==> src/rtl/coincid_trig_core_if.sv <==
// Bundle of hit inputs, configuration and trigger outputs for coincid_trig_core.
// The slave modport is the core's view; master is the driving side (FEE / bench).
interface coincid_trig_core_if #(
    parameter int N_CH    = 8,
    parameter int N_GRP   = 5,
    parameter int ALIGN_W = 4,
    parameter int DIV_W   = 6,
    parameter int CNT_W   = 16,
    parameter int DEAD_W  = 8
);
    logic [N_CH-1:0]          hit_a_in_N;
    logic [N_CH-1:0]          hit_b_in_N;
    logic [N_CH-1:0]          hit_ab_sel_in;
    logic [N_CH-1:0]          hit_mask_in;
    logic [N_CH*ALIGN_W-1:0]  hit_align_in;
    logic                     busy_in;
    logic [N_GRP*N_CH-1:0]    grp_mux_in;
    logic [N_GRP-1:0]         grp_oe_in;
    logic [N_GRP*DIV_W-1:0]   grp_div_in;
    logic [DEAD_W-1:0]        trg_dead_time_in;

    logic [N_CH-1:0]          hit_syn_out;
    logic [N_GRP-1:0]         grp_match_out;
    logic                     coincid_trg_out;
    logic [N_GRP-1:0]         coincid_tag_out;
    logic [N_GRP*CNT_W-1:0]   grp_cnt_out;
    logic                     busy_out;

    modport master (
        output hit_a_in_N, hit_b_in_N, hit_ab_sel_in, hit_mask_in, hit_align_in,
               busy_in, grp_mux_in, grp_oe_in, grp_div_in, trg_dead_time_in,
        input  hit_syn_out, grp_match_out, coincid_trg_out, coincid_tag_out,
               grp_cnt_out, busy_out
    );

    modport slave (
        input  hit_a_in_N, hit_b_in_N, hit_ab_sel_in, hit_mask_in, hit_align_in,
               busy_in, grp_mux_in, grp_oe_in, grp_div_in, trg_dead_time_in,
        output hit_syn_out, grp_match_out, coincid_trg_out, coincid_tag_out,
               grp_cnt_out, busy_out
    );
endinterface

==> src/rtl/coincid_trig_core.sv <==
// Coincidence trigger core: per-channel sync/select/mask/stretch, N_GRP AND groups
// with prescalers and raw counters, and a tagged trigger followed by dead time.
//
//   state  | meaning
//   -------+-----------------------------------------------------------
//   S_IDLE | waiting for any qualified group event
//   S_TRIG | one-cycle trigger pulse, tag latched
//   S_DEAD | dead-time countdown; holds at zero while busy_in is high
module coincid_trig_core #(
    parameter int N_CH      = 8,
    parameter int N_GRP     = 5,
    parameter int ALIGN_W   = 4,
    parameter int DIV_W     = 6,
    parameter int CNT_W     = 16,
    parameter int DEAD_W    = 8,
    parameter int DEAD_UNIT = 500
) (
    input  logic               clk_in,
    input  logic               rst_in,
    coincid_trig_core_if.slave bus
);
    localparam int DEAD_CW = $clog2((2**DEAD_W - 1) * DEAD_UNIT + 1);

    typedef enum logic [1:0] {S_IDLE, S_TRIG, S_DEAD} state_t;

    logic [N_CH-1:0]    r_s1, r_s2, r_s3;
    logic [N_CH-1:0]    w_sel, w_edge, w_hit_syn;
    logic [ALIGN_W-1:0] r_str [N_CH];

    logic [N_CH-1:0]    w_req [N_GRP];
    logic [N_GRP-1:0]   w_match, r_match, r_match_q, w_event, w_adv, w_qual;
    logic [DIV_W-1:0]   r_pre [N_GRP];
    logic [DIV_W-1:0]   w_pre_nx [N_GRP];
    logic [DIV_W-1:0]   w_div1 [N_GRP];
    logic [CNT_W-1:0]   r_cnt [N_GRP];

    state_t             r_state;
    logic               r_trg;
    logic [N_GRP-1:0]   r_tag;
    logic [DEAD_CW-1:0] r_dead;
    logic [DEAD_W-1:0]  w_dt1;
    logic [DEAD_CW-1:0] w_dead_load;

    assign w_sel  = (bus.hit_ab_sel_in & ~bus.hit_b_in_N) | (~bus.hit_ab_sel_in & ~bus.hit_a_in_N);
    assign w_edge = r_s2 & ~r_s3 & ~bus.hit_mask_in;

    // Two-flop synchroniser plus one delay flop for rising-edge detection
    always_ff @(posedge clk_in) begin
        if (rst_in) begin
            r_s1 <= '0;
            r_s2 <= '0;
            r_s3 <= '0;
        end else begin
            r_s1 <= w_sel;
            r_s2 <= r_s1;
            r_s3 <= r_s2;
        end
    end

    // Per-channel stretch down-counter; a re-trigger reloads rather than accumulates
    always_ff @(posedge clk_in) begin
        for (int c = 0; c < N_CH; c++) begin
            if (rst_in || bus.hit_mask_in[c]) begin
                r_str[c] <= '0;
            end else if (w_edge[c]) begin
                r_str[c] <= (bus.hit_align_in[c*ALIGN_W +: ALIGN_W] == '0) ?
                            ALIGN_W'(1) : bus.hit_align_in[c*ALIGN_W +: ALIGN_W];
            end else if (r_str[c] != '0) begin
                r_str[c] <= r_str[c] - ALIGN_W'(1);
            end
        end
    end

    // Stretched hit level per channel
    always_comb begin
        w_hit_syn = '0;
        for (int c = 0; c < N_CH; c++) begin
            w_hit_syn[c] = (r_str[c] != '0);
        end
    end

    // Group match, event edge, prescaler advance and qualification
    always_comb begin
        w_match = '0;
        w_adv   = '0;
        w_qual  = '0;
        w_event = r_match & ~r_match_q;
        for (int g = 0; g < N_GRP; g++) begin
            w_req[g]    = bus.grp_mux_in[g*N_CH +: N_CH] & ~bus.hit_mask_in;
            w_match[g]  = (w_req[g] != '0) && ((w_hit_syn & w_req[g]) == w_req[g]);
            w_div1[g]   = (bus.grp_div_in[g*DIV_W +: DIV_W] == '0) ?
                          DIV_W'(1) : bus.grp_div_in[g*DIV_W +: DIV_W];
            w_pre_nx[g] = r_pre[g] + DIV_W'(1);
            w_adv[g]    = w_event[g] && (r_state == S_IDLE) && !bus.busy_in && bus.grp_oe_in[g];
            w_qual[g]   = w_adv[g] && (w_pre_nx[g] == w_div1[g]);
        end
    end

    // Registered group match, its delayed copy, raw counters and prescalers
    always_ff @(posedge clk_in) begin
        if (rst_in) begin
            r_match   <= '0;
            r_match_q <= '0;
            for (int g = 0; g < N_GRP; g++) begin
                r_cnt[g] <= '0;
                r_pre[g] <= '0;
            end
        end else begin
            r_match   <= w_match;
            r_match_q <= r_match;
            for (int g = 0; g < N_GRP; g++) begin
                if (w_event[g] && (r_cnt[g] != '1)) begin
                    r_cnt[g] <= r_cnt[g] + CNT_W'(1);
                end
                if (w_qual[g]) begin
                    r_pre[g] <= '0;
                end else if (w_adv[g]) begin
                    r_pre[g] <= w_pre_nx[g];
                end
            end
        end
    end

    assign w_dt1       = (bus.trg_dead_time_in == '0) ? DEAD_W'(1) : bus.trg_dead_time_in;
    assign w_dead_load = DEAD_CW'(32'(w_dt1) * 32'(DEAD_UNIT) - 32'd1);

    // Trigger FSM with registered pulse, tag and dead-time counter
    always_ff @(posedge clk_in) begin
        if (rst_in) begin
            r_state <= S_IDLE;
            r_trg   <= 1'b0;
            r_tag   <= '0;
            r_dead  <= '0;
        end else begin
            case (r_state)
                S_IDLE: begin
                    r_trg <= 1'b0;
                    if (w_qual != '0) begin
                        r_state <= S_TRIG;
                        r_trg   <= 1'b1;
                        r_tag   <= w_qual;
                    end
                end
                S_TRIG: begin
                    r_trg   <= 1'b0;
                    r_dead  <= w_dead_load;
                    r_state <= S_DEAD;
                end
                S_DEAD: begin
                    r_trg <= 1'b0;
                    if (r_dead != '0) begin
                        r_dead <= r_dead - DEAD_CW'(1);
                    end else if (!bus.busy_in) begin
                        r_state <= S_IDLE;
                    end
                end
                default: begin
                    r_trg   <= 1'b0;
                    r_state <= S_IDLE;
                end
            endcase
        end
    end

    assign bus.hit_syn_out     = w_hit_syn;
    assign bus.grp_match_out   = r_match;
    assign bus.coincid_trg_out = r_trg;
    assign bus.coincid_tag_out = r_tag;
    assign bus.busy_out        = bus.busy_in || (r_state != S_IDLE);

    // Flatten raw counters onto the output bus
    always_comb begin
        bus.grp_cnt_out = '0;
        for (int g = 0; g < N_GRP; g++) begin
            bus.grp_cnt_out[g*CNT_W +: CNT_W] = r_cnt[g];
        end
    end
endmodule

==> src/flat_wrapper.sv <==
// flat-port wrapper written by rule: the top's interface ports become plain ports
module coincid_trig_core_flat 
#(
    parameter int N_CH      = 8,
    parameter int N_GRP     = 5,
    parameter int ALIGN_W   = 4,
    parameter int DIV_W     = 6,
    parameter int CNT_W     = 16,
    parameter int DEAD_W    = 8,
    parameter int DEAD_UNIT = 500
)
  (clk_in, rst_in, bus_hit_a_in_N, bus_hit_b_in_N, bus_hit_ab_sel_in, bus_hit_mask_in, bus_hit_align_in, bus_busy_in, bus_grp_mux_in, bus_grp_oe_in, bus_grp_div_in, bus_trg_dead_time_in, bus_hit_syn_out, bus_grp_match_out, bus_coincid_trg_out, bus_coincid_tag_out, bus_grp_cnt_out, bus_busy_out);
  coincid_trig_core_if #(.N_CH(N_CH), .N_GRP(N_GRP), .ALIGN_W(ALIGN_W), .DIV_W(DIV_W), .CNT_W(CNT_W), .DEAD_W(DEAD_W)) bus_i ();
  input  logic clk_in;
  input  logic rst_in;
  input wire logic [$bits(bus_i.hit_a_in_N)-1:0] bus_hit_a_in_N;
  input wire logic [$bits(bus_i.hit_b_in_N)-1:0] bus_hit_b_in_N;
  input wire logic [$bits(bus_i.hit_ab_sel_in)-1:0] bus_hit_ab_sel_in;
  input wire logic [$bits(bus_i.hit_mask_in)-1:0] bus_hit_mask_in;
  input wire logic [$bits(bus_i.hit_align_in)-1:0] bus_hit_align_in;
  input wire logic [$bits(bus_i.busy_in)-1:0] bus_busy_in;
  input wire logic [$bits(bus_i.grp_mux_in)-1:0] bus_grp_mux_in;
  input wire logic [$bits(bus_i.grp_oe_in)-1:0] bus_grp_oe_in;
  input wire logic [$bits(bus_i.grp_div_in)-1:0] bus_grp_div_in;
  input wire logic [$bits(bus_i.trg_dead_time_in)-1:0] bus_trg_dead_time_in;
  output wire logic [$bits(bus_i.hit_syn_out)-1:0] bus_hit_syn_out;
  output wire logic [$bits(bus_i.grp_match_out)-1:0] bus_grp_match_out;
  output wire logic [$bits(bus_i.coincid_trg_out)-1:0] bus_coincid_trg_out;
  output wire logic [$bits(bus_i.coincid_tag_out)-1:0] bus_coincid_tag_out;
  output wire logic [$bits(bus_i.grp_cnt_out)-1:0] bus_grp_cnt_out;
  output wire logic [$bits(bus_i.busy_out)-1:0] bus_busy_out;
  assign bus_i.hit_a_in_N = bus_hit_a_in_N;
  assign bus_i.hit_b_in_N = bus_hit_b_in_N;
  assign bus_i.hit_ab_sel_in = bus_hit_ab_sel_in;
  assign bus_i.hit_mask_in = bus_hit_mask_in;
  assign bus_i.hit_align_in = bus_hit_align_in;
  assign bus_i.busy_in = bus_busy_in;
  assign bus_i.grp_mux_in = bus_grp_mux_in;
  assign bus_i.grp_oe_in = bus_grp_oe_in;
  assign bus_i.grp_div_in = bus_grp_div_in;
  assign bus_i.trg_dead_time_in = bus_trg_dead_time_in;
  assign bus_hit_syn_out = bus_i.hit_syn_out;
  assign bus_grp_match_out = bus_i.grp_match_out;
  assign bus_coincid_trg_out = bus_i.coincid_trg_out;
  assign bus_coincid_tag_out = bus_i.coincid_tag_out;
  assign bus_grp_cnt_out = bus_i.grp_cnt_out;
  assign bus_busy_out = bus_i.busy_out;
  coincid_trig_core #(.N_CH(N_CH), .N_GRP(N_GRP), .ALIGN_W(ALIGN_W), .DIV_W(DIV_W), .CNT_W(CNT_W), .DEAD_W(DEAD_W), .DEAD_UNIT(DEAD_UNIT)) u_core (.clk_in(clk_in), .rst_in(rst_in), .bus(bus_i));
endmodule
==> config.mk <==
export PLATFORM = sky130hd
export DESIGN_NAME = coincid_trig_core_flat
export DESIGN_NICKNAME = d
export VERILOG_FILES = /design/src/rtl/coincid_trig_core_if.sv /design/src/rtl/coincid_trig_core.sv /design/src/flat_wrapper.sv
export SDC_FILE = /design/constraint.sdc
export NUM_CORES = 1
export LEC_CHECK = 0
export ABC_AREA = 1
export BUFFER_PORTS_ARGS = -buffer_cell sky130_fd_sc_hd__buf_2
export CAP_MARGIN = 20
export CORE_MARGIN = 4
export CORE_UTILIZATION = 58
export CTS_BUF_LIST = sky130_fd_sc_hd__clkbuf_2 sky130_fd_sc_hd__clkbuf_4 sky130_fd_sc_hd__clkbuf_8
export DETAILED_ROUTE_END_ITERATION = 7
export HOLD_SLACK_MARGIN = 0.02
export PLACE_DENSITY = 0.92
export SYNTH_ARGS = -nofsm -noshare
export SYNTH_HDL_FRONTEND = slang
export SYNTH_SLANG_ARGS = --single-unit
export TNS_END_PERCENT = 5
==> constraint.sdc <==
create_clock -name clk_in -period 7.3 [get_ports clk_in]
set_input_delay 1.095 -clock clk_in [delete_from_list [all_inputs] [get_ports clk_in]]
set_output_delay 1.095 -clock clk_in [all_outputs]
set_load 0.03 [all_outputs]
==> results_dict.tcl <==
set metrics [dict create \
    power_mw 5.49 \
    via_per_inst 5.39 \
    totalWireLength_microns 34100 \
    syn_avg_cell_area_sq_um 7.97 \
    remaining_drc_errors 0 \
    p_clk_share_pct 18.7 \
    p_comb_share_pct 47.6 \
    worstHoldPathType "reg2reg" \
    worstPathMaxFanout 8 \
    post_cts_buffers 0 \
    track_usage_pct 25.7 \
    p_leak_nw 7.68 \
    hold_viol 0 \
    busiest_layer "met2" \
    drive_above_1_share_pct 17.8 \
    crit_path_start "bus_trg_dead_time_in[2]" \
    initial_core_util_pct 59.3 \
    dp_hpwl_microns 26200 \
    slew_headroom_pct 36.4 \
    wl_per_cell_microns 14.8 \
    crit_type "in2reg" \
    grt_pass1_vias 12092 \
    cts_root_buf "clkbuf_8" \
    async_reset_ff_share_pct 0 \
    met2_usage_pct 43.4 \
    postLayoutSetupSlackWorst_ns 1.80 \
    route.vias.total 12376 \
    hold_depth 2 \
    synth_edf_count 142 \
    antenna_found_initial 4 \
    ctsResizeCount 0 \
    multiInputGateArea_sq_um 6700 \
    final_area_sq_um 15700 \
    use_met3_pct 4.34 \
    synthCells 1695 \
    die_w_microns 161 \
    rsz0062_at_grt "no" \
    sequentialPowerShare_pct 33.8 \
    h-tree-depth 2 \
    drt_iter0_drc 1156 \
    nFillCells 1786 \
    synth-seq-area-share_pct 40.3 \
    cts_made_buffers 36 \
    power.switching_mw 2.48 \
    crit_end "u_core.r_dead[16]$_SDFFE_PP0P_" \
    clk_latency_ns 0.53 \
    arrival_ns 5.87 \
    cts_hold_buf 0 \
    intPower_mw 3.01 \
    max_freq_mhz 182 \
    powerDensity_nw_per_um2 350 \
    core_area_sq_um 22800 \
    r2r_cells 9 \
    setup_tns_ns 0 \
    setup_viol 0 \
    finalClockSkew_ns 0.0344 \
    r2r_end "u_core.r_dead[4]$_SDFFE_PP0P_" \
    synth_ff_type "edfxtp_1" \
    grt_max_degree 81 \
    post-route-period-util_pct 75.3 \
    cts_tree "yes" \
    clk_pin_slew_worst_paths_ns 0.06 \
    grt_pass1_wl_microns 55700 \
    r2r-start "u_core.r_state[0]$_SDFFE_PP0P_" \
    dieArea_sq_um 25800 \
    firstDrtPassIters 8 \
    antenna_left 0 \
    netlist_area_sq_um 13500 \
    cts_sinks 201 \
    syn_nets 1924 \
    cts_buffer_depth 3 \
    required_ns 7.67 \
    startpoint_type "input pin" \
    core.rowCount 55 \
    post-route-min-period_ns 5.50 \
    dp_slack_ns 1.28 \
    overflow 0 \
    syn_to_final_growth_pct 16.3 \
    dieHeight_microns 161 \
    max_slew.worst_pin.slew_ns 0.954 \
    run_status "finished clean" \
    final_max_slew_viol_count 0 \
    routabilityCongestion 0.963 \
    hold_ws_ns 0.394 \
    port_buffers 249 \
    sw_frac_of_total_pct 45.2 \
    ys_warn_count 0 \
    seq_area_sq_um 5450 \
    vdd_drop_max_v 0.000223 \
    io_pins 250 \
    dpl-instance-area_sq_um 15000 \
    reg2reg_setup_slack_ns 4.20 \
    cap_viol_max_count 0 \
    gr-usage-met1_pct 32.5 \
    num-nets-final 2182 \
    end_kind "flop" \
    ys_seq_elements 201 \
    synthDistinctLibCells 46 \
]
-- power by group through the flow --
stage / Combinational [mW] / Clock, mW / Sequential, mW
6_report: 2.61 / 1.03 / 1.85
5_1_grt: 2.90 / 1.10 / 1.89
4_1_cts: 2.58 / 1.04 / 1.85
3_5_place_dp: 2.56 / 0 / 1.87
3_3_place_gp: 2.48 / 0 / 1.85
2_1_floorplan: 1.64 / 0 / 2.15
-- layer usage --
layer | wire (microns) | up-vias
met1 | 13600 | 5636
met5 | 13 | -
li1 | - | 6065
met2 | 16400 | 561
met4 | 1370 | 2
met3 | 2650 | 112
-- sequential cells by signal, indices dropped and copies added (netlist names) --
signal                      count
u_core.r_s1                     8
u_core.r_cnt                   80
u_core.r_s2                     8
u_core.bus.coincid_trg_out      1
u_core.r_s3                     8
u_core.r_state                  2
u_core.r_str                   32
u_core.r_pre                   30
u_core.bus.grp_match_out        5
u_core.r_match_q                5
u_core.bus.coincid_tag_out      5
u_core.r_dead                  17
-- Yosys cell counts, types with 16 or more instances --
| master | n | area [sq um] |
|---|---|---|
| nand3_1 | 106 | 531 |
| a21boi_1 | 20 | 150 |
| nor3_1 | 25 | 125 |
| a21oi_2 | 17 | 149 |
| fa_1 | 20 | 400 |
| xor2_1 | 70 | 613 |
| a31oi_1 | 16 | 100 |
| inv_1 | 310 | 1160 |
| clkbuf_1 | 21 | 78.8 |
| ha_1 | 59 | 738 |
| nand4_1 | 27 | 169 |
| o22ai_1 | 24 | 150 |
| nor2_1 | 198 | 743 |
| nand2_1 | 311 | 1170 |
| edfxtp_1 | 142 | 4260 |
| dfxtp_1 | 59 | 1180 |
| a21oi_1 | 81 | 405 |
| o21ai_0 | 70 | 350 |
| xnor2_1 | 41 | 359 |
-- critical path, cell delays in order --
cell and delay [ns]:
buf_2 0.12, inv_1 0.11, ha_1 0.17, nand3_1 0.08
nor2_2 0.27, nor2_1 0.13, ha_1 0.36, ha_1 0.31
fa_1 0.46, fa_1 0.51, inv_1 0.05, fa_1 0.49
inv_1 0.04, ha_1 0.34, inv_1 0.10, nand2_1 0.10
nand2_1 0.08, nand2_1 0.05, nand2_1 0.07, nand2_1 0.06
nor2_1 0.17, nand3_1 0.15, nor2_1 0.21, nand2_1 0.08
nand2_1 0.06, nand3_1 0.06, nand2_1 0.09, a21oi_1 0.06
-- per-stage QoR --
stage          instances  util [%]
2_1_floorplan       1695         -
3_3_place_gp        2227      65.8
3_5_place_dp        2227      65.8
4_1_cts             2292      68.8
5_1_grt             2296      69.0
6_report            2296      69.0
-- cell usage in the layout, fill, tap and decap left out, types with 27 or more instances in the layout --
cell type    n
nand2_1    311
xor2_1      70
nand4_1     27
edfxtp_1   142
clkbuf_8    37
xnor2_1     41
buf_2      249
ha_1        59
a21oi_1     81
o21ai_0     70
nand3_1    106
inv_1      310
dfxtp_1     59
nor2_1     198
-- layout make-up --
class	count	area share [%]
well taps	313	2.49
clock inverters	9	0.279
inverters	313	7.48
multi-input cells	1148	42.7
repair buffers	253	8.20
clock buffers	56	4.15
flip-flops and latches	201	34.7
diodes	3	0.0478
-- cell families (layout without fill, tap and decap cells) --
kind of cell,count (synthesis),after routing,share of synthesized area [%]
simple gates,708,708,22.8
buf+inv,346,631,10.1
compound gates,250,250,11.1
flops,201,201,40.3
xor+xnor,111,111,7.20
fa+ha+maj,79,79,8.43
other cells,0,3,0
-- worst min-delay path by stage --
stage	start	endpoint	slack [ns]
floorplan	u_core.r_s1[0]$_SDFF_PP0_	u_core.r_s2[0]$_SDFF_PP0_	0.39
global placement	u_core.r_s1[3]$_SDFF_PP0_	u_core.r_s2[3]$_SDFF_PP0_	0.39
detailed placement	u_core.r_s1[6]$_SDFF_PP0_	u_core.r_s2[6]$_SDFF_PP0_	0.39
CTS	u_core.r_s1[6]$_SDFF_PP0_	u_core.r_s2[6]$_SDFF_PP0_	0.40
global route	u_core.r_s1[0]$_SDFF_PP0_	u_core.r_s2[0]$_SDFF_PP0_	0.41
finish	u_core.r_s1[7]$_SDFF_PP0_	u_core.r_s2[7]$_SDFF_PP0_	0.39
(Power assumes the default switching activity.)
